==> src/rtl/instr_decode_stage_pkg.sv <==
// Shared definitions for the instruction decode stage:
// field positions, R-type opcode, occupancy encoding, decoder helper.
package instr_decode_stage_pkg;

    localparam int OPC_HI = 31;
    localparam int OPC_LO = 26;
    localparam int RS_HI  = 25;
    localparam int RS_LO  = 21;
    localparam int RT_HI  = 20;
    localparam int RT_LO  = 16;
    localparam int RD_HI  = 15;
    localparam int RD_LO  = 11;
    localparam int SH_HI  = 10;
    localparam int SH_LO  = 6;
    localparam int FN_HI  = 5;
    localparam int FN_LO  = 0;
    localparam int IMM_HI = 15;
    localparam int IMM_LO = 0;
    localparam int JA_HI  = 25;
    localparam int JA_LO  = 0;

    localparam logic [5:0] OPC_RTYPE = 6'b000000;

    typedef enum logic [1:0] {
        EMPTY = 2'd0,
        ONE   = 2'd1,
        TWO   = 2'd2
    } occ_e;

    typedef struct packed {
        logic [5:0]  opcode;
        logic [4:0]  rs;
        logic [4:0]  rt;
        logic [4:0]  rd;
        logic [4:0]  shamt;
        logic [5:0]  funct;
        logic [15:0] immediate;
        logic [25:0] jaddr;
        logic        is_rtype;
    } fields_t;

    function automatic fields_t decode(input logic [31:0] w);
        fields_t f;
        f.opcode    = w[OPC_HI:OPC_LO];
        f.rs        = w[RS_HI:RS_LO];
        f.rt        = w[RT_HI:RT_LO];
        f.rd        = w[RD_HI:RD_LO];
        f.shamt     = w[SH_HI:SH_LO];
        f.funct     = w[FN_HI:FN_LO];
        f.immediate = w[IMM_HI:IMM_LO];
        f.jaddr     = w[JA_HI:JA_LO];
        f.is_rtype  = (w[OPC_HI:OPC_LO] == OPC_RTYPE);
        return f;
    endfunction

endpackage

==> src/rtl/instr_skid_buf.sv <==
// Two-entry in-order skid buffer with flush; payload is opaque.
// Head register always drives the output side.
module instr_skid_buf
    import instr_decode_stage_pkg::*;
#(
    parameter int W = 64
) (
    input  logic         clk,
    input  logic         rst,
    input  logic         flush,
    input  logic         in_valid,
    output logic         in_ready,
    input  logic [W-1:0] in_data,
    output logic         out_valid,
    input  logic         out_ready,
    output logic [W-1:0] out_data
);

    occ_e         state;
    occ_e         state_nx;
    logic [W-1:0] head_q;
    logic [W-1:0] tail_q;
    logic [W-1:0] head_nx;
    logic [W-1:0] tail_nx;
    logic         push;
    logic         pop;

    assign in_ready  = !rst && (state != TWO);
    assign out_valid = (state != EMPTY);
    assign out_data  = head_q;
    assign push      = in_valid && in_ready;
    assign pop       = out_valid && out_ready;

    always_ff @(posedge clk) begin
        if (rst) begin
            state  <= EMPTY;
            head_q <= '0;
            tail_q <= '0;
        end else begin
            state  <= state_nx;
            head_q <= head_nx;
            tail_q <= tail_nx;
        end
    end

    // flush wins over any handshake in the same cycle
    always_comb begin
        state_nx = state;
        head_nx  = head_q;
        tail_nx  = tail_q;
        if (flush) begin
            state_nx = EMPTY;
        end else begin
            unique case (state)
                EMPTY: begin
                    if (push) begin
                        state_nx = ONE;
                        head_nx  = in_data;
                    end
                end
                ONE: begin
                    if (push && pop) begin
                        head_nx = in_data;
                    end else if (push) begin
                        state_nx = TWO;
                        tail_nx  = in_data;
                    end else if (pop) begin
                        state_nx = EMPTY;
                    end
                end
                TWO: begin
                    if (pop) begin
                        state_nx = ONE;
                        head_nx  = tail_q;
                    end
                end
                default: state_nx = EMPTY;
            endcase
        end
    end

endmodule

==> src/rtl/instr_decode_stage.sv <==
// Decode stage: buffers fetched instructions and slices the head word
// into its fields; counts back-pressured cycles.
module instr_decode_stage
    import instr_decode_stage_pkg::*;
#(
    parameter int DATA_W = 32,
    parameter int CNT_W  = 8
) (
    input  logic              clk,
    input  logic              rst,
    input  logic              if_valid,
    output logic              if_ready,
    input  logic [DATA_W-1:0] if_instr,
    input  logic [DATA_W-1:0] if_pc,
    input  logic              flush,
    output logic              id_valid,
    input  logic              id_ready,
    output logic [DATA_W-1:0] id_pc,
    output logic [5:0]        opcode,
    output logic [4:0]        rs,
    output logic [4:0]        rt,
    output logic [4:0]        rd,
    output logic [4:0]        shamt,
    output logic [5:0]        funct,
    output logic [15:0]       immediate,
    output logic [25:0]       jaddr,
    output logic              is_rtype,
    output logic [CNT_W-1:0]  stall_cnt
);

    logic [2*DATA_W-1:0] head;
    fields_t             f;

    instr_skid_buf #(
        .W(2*DATA_W)
    ) u_buf (
        .clk      (clk),
        .rst      (rst),
        .flush    (flush),
        .in_valid (if_valid),
        .in_ready (if_ready),
        .in_data  ({if_pc, if_instr}),
        .out_valid(id_valid),
        .out_ready(id_ready),
        .out_data (head)
    );

    // fields read as zero whenever nothing valid is held
    always_comb begin
        f     = '0;
        id_pc = '0;
        if (id_valid) begin
            f     = decode(head[31:0]);
            id_pc = head[2*DATA_W-1:DATA_W];
        end
    end

    assign opcode    = f.opcode;
    assign rs        = f.rs;
    assign rt        = f.rt;
    assign rd        = f.rd;
    assign shamt     = f.shamt;
    assign funct     = f.funct;
    assign immediate = f.immediate;
    assign jaddr     = f.jaddr;
    assign is_rtype  = f.is_rtype;

    always_ff @(posedge clk) begin
        if (rst) begin
            stall_cnt <= '0;
        end else if (id_valid && !id_ready && (stall_cnt != '1)) begin
            stall_cnt <= stall_cnt + CNT_W'(1);
        end
    end

endmodule
==> config.mk <==
export PLATFORM = sky130hd
export DESIGN_NAME = instr_decode_stage
export DESIGN_NICKNAME = d
export VERILOG_FILES = /design/src/rtl/instr_decode_stage_pkg.sv /design/src/rtl/instr_skid_buf.sv /design/src/rtl/instr_decode_stage.sv
export SDC_FILE = /design/constraint.sdc
export NUM_CORES = 1
export LEC_CHECK = 0
export CORE_UTILIZATION = 38
export DETAILED_ROUTE_END_ITERATION = 7
export HOLD_SLACK_MARGIN = 0.02
export PLACE_DENSITY = 0.64
export SYNTH_ARGS = -nofsm -noshare
export SYNTH_HDL_FRONTEND = slang
export SYNTH_HIERARCHICAL = 1
export SYNTH_SLANG_ARGS = --single-unit
==> constraint.sdc <==
create_clock -name clk -period 3.5 [get_ports clk]
set_clock_uncertainty 0.05 [all_clocks]
set_input_delay 0.35 -clock clk [delete_from_list [all_inputs] [get_ports clk]]
set_output_delay 0.35 -clock clk [all_outputs]
set_load 0.05 [all_outputs]
* After elaboration in Yosys (flattened, before gate mapping)
Index checks and enable logic that the tools add are counted.
** Storage, ports and cells
- Register bits after elaboration :: 138
- Output and inout bits :: 117
- Word-level logic and storage cells :: 44
** Cells by class
- $add $sub $neg :: 1
- Equal/unequal tests :: 9
- Mux-type cells :: 12
- Bitwise logic cells :: 2
- Reductions and logical operators :: 16
** Operators by type and width (count)
- $mux 64 :: 3
- $pmux 64 s3 :: 1
- $mux 75 :: 1
- $mux 32 :: 1
- $mux 2 :: 5
- $add 8x1->8 const B :: 1
- $ne 8x8->1 const B :: 1
- $reduce_and 4->1 :: 2
- $logic_and 1x1->1 :: 6
- $logic_not 6->1 :: 1
- $ne 2x1->1 const B :: 3
- $pmux 2 s3 :: 1
- $reduce_and 5->1 :: 1
- $ne 2x2->1 const B :: 2
- $ne 3x1->1 const B :: 1
- $reduce_bool 3->1 :: 1
- $eq 2x1->1 const B :: 1
- $eq 2x2->1 const B :: 1
- $logic_not 1->1 :: 2
- $logic_not 2->1 :: 1
- $not 1->1 :: 2
- $reduce_bool 2->1 :: 1
- $reduce_or 2->1 :: 1

* Depth between registers and ports, before layout
Gate-level depths: netlist of the first run.
- Depth after elaboration :: 6
- Gate-level depth with buffers :: 7
- Mapped depth without buffers :: 4

* Cells and area by module
Netlist of the first run, hierarchy kept.
** By module, submodules not included
- instr_skid_buf :: instances 1, cells an instance 621, area an instance 5904.4 sq um, seq. area each 2602.5 sq um
- instr_decode_stage :: instances 1, cells an instance 164, area an instance 1231.2 sq um, seq. area each 160.2 sq um

* Worst setup path before layout of the first run
Ideal clock, no wire load.
- Kind :: flip-flop to output port
- From :: register u_buf.state[1]
- To :: output is_rtype
- Arrival time :: 2.481 ns
- Required time :: 3.100 ns
- Path slack :: 0.619 ns
- Cell stages (with the launch flop) :: 5
- Cell sequence :: dfxtp_1 -> buf_2 -> or2_2 -> inv_1 -> nor4_1
** Between the ends
- Longest elaborated chain between the ends :: 2
** RTL lines
- start, declared :: line instr_skid_buf.sv:19 : occ_e state;
- start signal, assigned :: line instr_skid_buf.sv:40 : state <= state_nx;
- $reduce_bool 2->1 :: line instr_skid_buf.sv:29 : assign out_valid = (state != EMPTY);
- named net id_valid :: line instr_decode_stage.sv:16 : output logic id_valid,
- $mux 75 :: line instr_decode_stage.sv:52 : if (id_valid) begin
- end, declared :: line instr_decode_stage.sv:27 : output logic is_rtype,
The timed path passes the listed nets, and every way through them passes these cells.

* Worst setup path in the final report of the first run
- From :: register u_buf.state[1]
- To :: output funct[1]
** Between the ends
- Longest elaborated chain between the ends :: 2
** RTL lines
- $reduce_bool 2->1 :: line instr_skid_buf.sv:29
- $mux 75 :: line instr_decode_stage.sv:52
- end, declared :: line instr_decode_stage.sv:24 : output logic [5:0] funct,
Every way passes these cells.

==> results of run 1 <==
[cell type report]
class | count | share of cell area
Timing Repair Buffer | 205 | 0.218
Multi-Input combinational cell | 506 | 0.384
Clock buffer | 26 | 0.0550
Sequential cell | 138 | 0.298
Tap cell | 229 | 0.0310
Clock inverter | 6 | 0.0118
Inverter | 3 | 0.00122
[power by group]
part	leakage, nW	total (W)	internal [W]	switching [W]
clock	0.305	0.00188	0.00122	0.000665
sequential	1.12	0.00164	0.00162	0.0000255
combinational	2.06	0.000476	0.000193	0.000283
total	3.49	0.00400	0.00303	0.000973
[through the flow]
| step | area, µm² | hold slack [ns] | instances | total power (W) |
|---|---|---|---|---|
| global route | 9260 | 0.312 | 1113 | 0.00414 |
| detailed placement | 8640 | 0.415 | 1081 | 0.00215 |
| floorplan | 7140 | 0.373 | 785 | 0.00196 |
| finish | 9260 | 0.315 | 1113 | 0.00400 |
| global placement | 8640 | 0.409 | 1081 | 0.00215 |
| CTS | 9260 | 0.305 | 1113 | 0.00403 |
[critical path: cells and delay by family, from the launching register on]
| family | cells | cell delay [ns] |
|---|---|---|
| buffers and inverters | 2 | 1.09 |
| DFF | 1 | 0.61 |
| and+or+nand+nor | 2 | 0.66 |
[layout by cell type, fill, tap and decap left out, drive strengths merged, types with 3 or more instances in the layout]
master,instances
clkbuf,26
nand2,3
a21oi,65
nor2b,5
clkinv,3
and2,64
nor4,3
mux2i,66
nor2,7
a211oi,68
inv,3
o21ai,64
clkdlybuf4s50,183
a31oi,3
bufinv,3
nand2b,5
dfxtp,138
nand3,65
buf,22
a311oi,66
[routing by layer]
metal / wire (µm) / GRT usage / vias up
met3: 1460 / 0.0508 / 15
met5: 0 / 0 / -
li1: - / - / 3070
met1: 9100 / 0.276 / 2968
met4: 216 / 0.0626 / 0
met2: 9660 / 0.344 / 229
[registers in the layout, indices dropped and copies added, names as in the netlist]
name            count
u_buf/tail_q       64
stall_cnt           8
u_buf/out_data     64
u_buf/state         2
[path summary, 6_finish.rpt]
path | end | slack [ns]
setup reg to reg | u_buf/out_data[48]$_SDFFE_PP0P_ | 1.24
hold / removal | u_buf/tail_q[61]$_SDFFE_PP0P_ | 0.31
setup / recovery | funct[1] | 0.31
hold reg to reg | u_buf/tail_q[9]$_SDFFE_PP0P_ | 0.42
[cells by family (layout without fill, tap and decap cells)]
family,Yosys count,after routing,share of synthesized area
AOI/OAI and AO/OA,271,271,0.254
and+or+nand+nor,166,166,0.138
buffers and inverters,141,240,0.123
DFF,138,138,0.387
muxes,68,68,0.0957
adders and majority gates,1,1,0.00175
==> results_dict.tcl, run 1 <==
set metrics [dict create \
    synth_nets 855 \
    rr_startpoint "u_buf/state[0]$_SDFFE_PP0P_" \
    cp-end-kind "primary output" \
    drive_above_1_share 0.0769 \
    leakagePower_nw 3.49 \
    wire_per_inst_um 18.4 \
    violations "DRC" \
    relSlewSlack 0.212 \
    cts_tree "done" \
    fin_crit_sh 0.913 \
    setup_viol 0 \
    critPathKind "reg -> out" \
    p_per_area_nw_per_um2 432 \
    gp_congestion 0.772 \
    setup_ws_ns 0.305 \
    hpwl_um 12100 \
    viasPerCell 5.64 \
    insertedDiodeCount 0 \
    n_fill_cell 1717 \
    synth-seq-cells 138 \
    crit_required_ns 3.10 \
    area_growth_pct 29.7 \
    slew_viol_final 0 \
    drt_pre_antenna_iters 7 \
    rows 49 \
    clockBufferDepth 2 \
    irDropWorstVdd_mv 0.363 \
    nets 941 \
    synth_edf_count 0 \
    grt_max_degree 66 \
    synth.avg_cell_area_um2 9.09 \
    synthMostInstantiatedCell "dfxtp_1" \
    max_stage_delay_ns 0.84 \
    status "complete, but fails checks" \
    path_cells "or2_2 > buf_12 > and2_1 > clkdlybuf4s50_1" \
    cts_hold_buf 0 \
    worst_pin_slew_ns 1.18 \
    max_freq_mhz 313 \
    insertion_delay_ns 0.42 \
    netlist_area_um2 7140 \
    hold_depth 2 \
    ys_warn_count 6 \
    core_um2 18200 \
    ctsResizeCount 0 \
    final_core_utilization 0.508 \
    grt_pass1_vias 6093 \
    routed-via-count 6282 \
    multi_input_area_um2 3560 \
    drt_iter0_markers 387 \
    reg2reg_depth 4 \
    io_buffers 185 \
    synth.top_cells.by_count "dfxtp_1, a211oi_1, mux2i_1, a21oi_1, a311oi_1" \
    place_ws_ns 0.702 \
    dieHeight_um 139 \
    drt-total-wl_um 20400 \
    fin_crit_ns 3.19 \
    syn_inst 785 \
    hold_class "in -> reg" \
    yosysTopAreaCell "dfxtp_1" \
    start_util 0.392 \
    synth-seq-area-share 0.387 \
    async_flop_share 0 \
    h-tree-depth 4 \
    ant_nets 0 \
    grt_pass1_wl_um 32600 \
    post_cts_buffers 0 \
    grt_remaining_overflow 0 \
    ys_top_cells_by_area "dfxtp_1, mux2i_1, a311oi_1, a211oi_1, and2_1" \
    arrival_ns 2.79 \
    netlist-cell-type-count 46 \
    clk_pin_slew_ns 0.05 \
    cts_sinks 138 \
    cp_max_fo 48 \
    yosys_most_used_dff "dfxtp_1" \
    root_buffer "clkbuf_16" \
    regArea_um2 2760 \
    synth_top_area_share 0.387 \
    antenna_found_initial 0 \
    cts_buffers 17 \
    finalSetupTns_ns 0 \
    ioPinCount 186 \
    cp_slowest_cell "clkdlybuf4s50_1" \
    cap_viol_max_count 0 \
    hold_viol 0 \
    critPathLaunch "u_buf/state[1]$_SDFFE_PP0P_" \
    start_kind "register" \
    drc 21 \
    dieArea_um2 19300 \
    die_w_um 139 \
    rsz0062_at_grt "no" \
    worstHoldStart "rst" \
    track_usage 0.211 \
]
No activity file was read; power rests on OpenSTA's default activity.
==> inputs of run 2 (changes only) <==
--- a/config.mk
+++ b/config.mk
@@ -9,6 +9,7 @@
 export DETAILED_ROUTE_END_ITERATION = 7
 export HOLD_SLACK_MARGIN = 0.02
 export PLACE_DENSITY = 0.64
+export RECOVER_POWER = 25
 export SYNTH_ARGS = -nofsm -noshare
 export SYNTH_HDL_FRONTEND = slang
 export SYNTH_HIERARCHICAL = 1
==> run 2 against run 1 <==
  * The flow finishes with violations (DRC, capacitance limit, slew limit)
  * Largest cell class unchanged
  * Count of clock-buffer cells in the layout is the same
  * Largest power group unchanged
  * Global-route usage unchanged
  * Power is 0.11% lower
  * Die area is the same
  * Sequential share of layout area increased by 0.19 points
  * Wire length about the same
  * Sequential power about the same
  * Clock power hardly changed
  * Critical path depth stayed put
==> results_dict.tcl, run 2 (same netlist as run 1, synthesis figures left out) <==
set metrics [dict create \
    drt-total-wl_um 20400 \
    irDropWorstVdd_mv 0.346 \
    root_buffer "clkbuf_16" \
    insertedDiodeCount 0 \
    antenna_found_initial 0 \
    drive_above_1_share 0.0735 \
    hold_ws_ns 0.317 \
    grt_pass1_wl_um 32600 \
    p_switching_w 0.000970 \
    dieHeight_um 139 \
    rows 49 \
    arrival_ns 2.71 \
    power.share.combinational 0.119 \
    drt_iter0_markers 338 \
    drt_pre_antenna_iters 8 \
    relSlewSlack -0.555 \
    status "complete, but fails checks" \
    setup_viol 0 \
    area_growth_pct 28.9 \
    grt_remaining_overflow 0 \
    final_cell_mix "clkdlybuf4s50_1, dfxtp_1, a211oi_1" \
    h-tree-depth 4 \
    seqPwrFrac 0.411 \
    grt_max_degree 66 \
    nets 941 \
    hold_viol 0 \
    start_util 0.392 \
    critPathKind "reg -> out" \
    routed-via-count 6286 \
    clk_pin_slew_ns 0.05 \
    cts_buffers 17 \
    ioPinCount 186 \
    hold_class "in -> reg" \
    slew_viol_final 131 \
    place_ws_ns 0.702 \
    pwr-share-clk 0.470 \
    post_cts_buffers 0 \
    grt_pass1_vias 6093 \
    die_w_um 139 \
    ctsResizeCount 0 \
    cts_tree "done" \
    track_usage 0.211 \
    insertion_delay_ns 0.42 \
    p_int_w 0.00302 \
    dieArea_um2 19300 \
    start_kind "register" \
    clockBufferDepth 2 \
    crit_required_ns 3.10 \
    hpwl_um 12100 \
    ant_nets 0 \
    leakagePower_nw 3.47 \
    viasPerCell 5.65 \
    core_um2 18200 \
    p_per_area_nw_per_um2 434 \
    cap_viol_max_count 2 \
    io_buffers 185 \
    wire_per_inst_um 18.4 \
    fin_crit_sh 0.889 \
    gp_congestion 0.772 \
    cp_max_fo 48 \
    fin_crit_ns 3.11 \
    layout_commonest_cell "clkdlybuf4s50_1" \
    drc 20 \
    swShare 0.243 \
    max_freq_mhz 322 \
    rsz0062_at_grt "no" \
    worst_pin_slew_ns 2.33 \
    finalPower_w 0.00399 \
    cts_sinks 138 \
    cts_hold_buf 0 \
    setup_ws_ns 0.390 \
    violations "DRC, capacitance limit, slew limit" \
    cp-end-kind "primary output" \
    finalSetupTns_ns 0 \
]
==> run 2: changes by cell type in the layout (fill, tap and decap cells not counted), moves of 3 or more <==
cell | before | now
dlygate4sd3_1 | 0 | 8
clkdlybuf4s50_1 | 183 | 175
clkbuf_2 | 0 | 3
buf_4 | 20 | 17
==> run 2: critical path, cell delays in order (launching register included) <==
cell             delay [ns]
dfxtp_1                0.56
or2_2                  0.44
buf_12                 0.25
and2_1                 0.19
clkdlybuf4s50_1        0.85
==> run 2: worst paths after layout <==
kind              slack, ns                          start                               to  cells past startpoint
setup / recovery       0.39    u_buf/state[1]$_SDFFE_PP0P_                         funct[3]                      4
setup reg to reg       0.41    u_buf/state[0]$_SDFFE_PP0P_  u_buf/out_data[48]$_SDFFE_PP0P_                      4
hold reg to reg        0.42  u_buf/tail_q[61]$_SDFFE_PP0P_    u_buf/tail_q[61]$_SDFFE_PP0P_                      2
hold / removal         0.32                            rst    u_buf/tail_q[61]$_SDFFE_PP0P_                      2
==> run 2: per-stage QoR <==
| step | instances | cell area [µm²] | utilization |
|---|---|---|---|
| after global placement | 1081 | 8640 | 0.474 |
| after detailed placement | 1081 | 8640 | 0.474 |
| after floorplan | 785 | 7140 | - |
| after CTS | 1113 | 9260 | 0.508 |
| final | 1113 | 9200 | 0.505 |
| after global routing | 1113 | 9200 | 0.505 |
==> run 2: power groups by stage <==
stage / combinational [W] / sequential, W / clock, W
final: 0.000473 / 0.00164 / 0.00188
after global routing: 0.000507 / 0.00165 / 0.00198
after detailed placement: 0.000477 / 0.00168 / 0
after floorplan: 0.000295 / 0.00167 / 0
after CTS: 0.000478 / 0.00164 / 0.00191
after global placement: 0.000473 / 0.00168 / 0
==> run 2: final cells by class <==
cell class / instances / area (µm²)
Sequential cell: 138 / 2760
Clock inverter: 6 / 109
Multi-Input combinational cell: 506 / 3500
Fill cell: 1727 / 9010
Timing Repair Buffer: 205 / 2010
Inverter: 3 / 11.3
Clock buffer: 26 / 509
Tap cell: 229 / 287
==> run 2: per-layer routing <==
layer / routed length, µm / part of all wire / vias up / GRT usage
li1: - / - / 3066 / -
met1: 9160 / 0.45 / 2991 / 0.276
met2: 9680 / 0.47 / 215 / 0.344
met3: 1380 / 0.068 / 14 / 0.0508
met4: 206 / 0.010 / 0 / 0.0626
met5: 0 / 0 / - / 0
==> inputs of run 3 (changes only) <==
--- a/config.mk
+++ b/config.mk
@@ -5,10 +5,10 @@
 export SDC_FILE = /design/constraint.sdc
 export NUM_CORES = 1
 export LEC_CHECK = 0
-export CORE_UTILIZATION = 38
+export CORE_UTILIZATION = 53
 export DETAILED_ROUTE_END_ITERATION = 7
 export HOLD_SLACK_MARGIN = 0.02
-export PLACE_DENSITY = 0.64
+export PLACE_DENSITY = 0.85
 export RECOVER_POWER = 25
 export SYNTH_ARGS = -nofsm -noshare
 export SYNTH_HDL_FRONTEND = slang
==> run 3 against run 2 <==
  * The flow finishes with violations (capacitance limit, slew limit)
  * Sequential share of layout area rose by 0.21 points
  * Core utilization rose by 19 points
  * Power rose by 0.83%
  * Setup slack got worse by 0.025 ns
  * Critical path depth did not move
  * Worst hold slack improved by 0.11 ns
  * Register-to-register slack got worse by 0.03 ns
  * Via count rose by 2.5%
  * Combinational power fell by 1%
  * Global-route usage rose by 6.3 points
  * Highest routed layer unchanged
==> results_dict.tcl, run 3 (same netlist as run 1, synthesis figures left out) <==
set metrics [dict create \
    critPathKind "reg -> out" \
    grt_most_used_layer "met2" \
    rows 42 \
    grt.met1_usage 0.353 \
    arrival_ns 2.74 \
    drt_pre_antenna_iters 5 \
    die_w_um 118 \
    viasPerCell 6.07 \
    wire_per_inst_um 18.2 \
    cp-end-kind "primary output" \
    ant_nets 0 \
    setup_viol 0 \
    drive_above_1_share 0.0746 \
    cp_max_fo 68 \
    place_ws_ns 0.742 \
    grt_pass1_wl_um 31000 \
    routed-via-count 6446 \
    max_freq_mhz 319 \
    cp_num_buf_inv 2 \
    crit_required_ns 3.10 \
    setup_ws_ns 0.364 \
    drc 0 \
    max_stage_delay_ns 0.85 \
    layout_commonest_cell "clkdlybuf4s50_1" \
    fin_crit_ns 3.14 \
    worst_pin_slew_ns 2.23 \
    track_usage 0.274 \
    leakagePower_nw 3.47 \
    clockBufferDepth 2 \
    dieArea_um2 13900 \
    grt_pass1_vias 6098 \
    instances_no_fill 1062 \
    cts_sinks 138 \
    path_cells "or2_2 > buf_4 > and2_1 > clkdlybuf4s50_1" \
    dieHeight_um 118 \
    gp_congestion 0.777 \
    area_growth_pct 28.0 \
    root_buffer "clkbuf_16" \
    hold_class "reg -> reg" \
    finalSetupTns_ns 0 \
    cts_tree "done" \
    rsz0062_at_grt "no" \
    grt_remaining_overflow 0 \
    h-tree-depth 4 \
    ioPinCount 186 \
    nets 942 \
    hpwl_um 11500 \
    antenna_found_initial 1 \
    start_util 0.541 \
    crit_family "buffers and inverters" \
    start_kind "register" \
    cp_slowest_cell "clkdlybuf4s50_1" \
    cts_hold_buf 0 \
    cap_viol_max_count 1 \
    post_cts_buffers 0 \
    slew_viol_final 66 \
    core_um2 13200 \
    final_cell_mix "clkdlybuf4s50_1, dfxtp_1, a211oi_1" \
    dp.cells 1029 \
    irDropWorstVdd_mv 0.249 \
    status "complete, but fails checks" \
    final_core_utilization 0.692 \
    io_buffers 185 \
    use_met3 0.0538 \
    relSlewSlack -0.486 \
    insertion_delay_ns 0.41 \
    clk_pin_slew_ns 0.06 \
    fin_crit_sh 0.896 \
    drt_iter0_markers 761 \
    ctsResizeCount 0 \
    violations "capacitance limit, slew limit" \
    p_per_area_nw_per_um2 441 \
    drt-total-wl_um 19300 \
    finalPower_w 0.00403 \
    grt_max_degree 84 \
    n_fill_cell 1052 \
    cts_buffers 17 \
    hold_viol 0 \
    grtUsageMet2 0.463 \
]
==> run 3: layout make-up <==
cell class                      count  area [µm²]  share of cell area
Timing Repair Buffer              206        2000               0.219
Clock inverter                     10         164              0.0179
Tap cell                          176         220              0.0241
Clock buffer                       22         474              0.0519
Sequential cell                   138        2760               0.303
Inverter                            3        11.3             0.00123
Antenna cell                        1        2.50            0.000274
Multi-Input combinational cell    506        3500               0.383
==> run 3: path summary, 6_finish.rpt <==
| kind | slack, ns | startpoint | cells after the start | to |
|---|---|---|---|---|
| max | 0.36 | u_buf/state[1]$_SDFFE_PP0P_ | 4 | funct[3] |
| min reg2reg | 0.42 | u_buf/tail_q[29]$_SDFFE_PP0P_ | 2 | u_buf/tail_q[29]$_SDFFE_PP0P_ |
| max reg2reg | 0.38 | u_buf/state[0]$_SDFFE_PP0P_ | 4 | u_buf/out_data[9]$_SDFFE_PP0P_ |
| min | 0.42 | u_buf/tail_q[29]$_SDFFE_PP0P_ | 2 | u_buf/tail_q[29]$_SDFFE_PP0P_ |
==> run 3: tightest hold or removal path, delay by kind of cell, from the launching register on <==
family	cells	cell delay [ns]
AO/OA/AOI/OAI	2	0.12
flip-flops	1	0.30
==> run 3: stage by stage <==
step                      hold slack [ns]  cell area, µm²
final                               0.422            9130
after global routing                0.436            9130
after CTS                           0.423            9180
after detailed placement            0.415            8540
after global placement              0.409            8540
after floorplan                     0.373            7140
==> run 3: per-layer routing <==
metal	share of wire	wire [µm]
met1	0.43	8230
met2	0.50	9600
met3	0.065	1260
met4	0.011	203
met5	0	0
==> run 3: power breakdown <==
| group | internal (W) | switching [W] | leakage [nW] |
|---|---|---|---|
| Clock | 0.00125 | 0.000666 | 0.311 |
| Combinational | 0.000189 | 0.000279 | 2.04 |
| Sequential | 0.00162 | 0.0000243 | 1.12 |
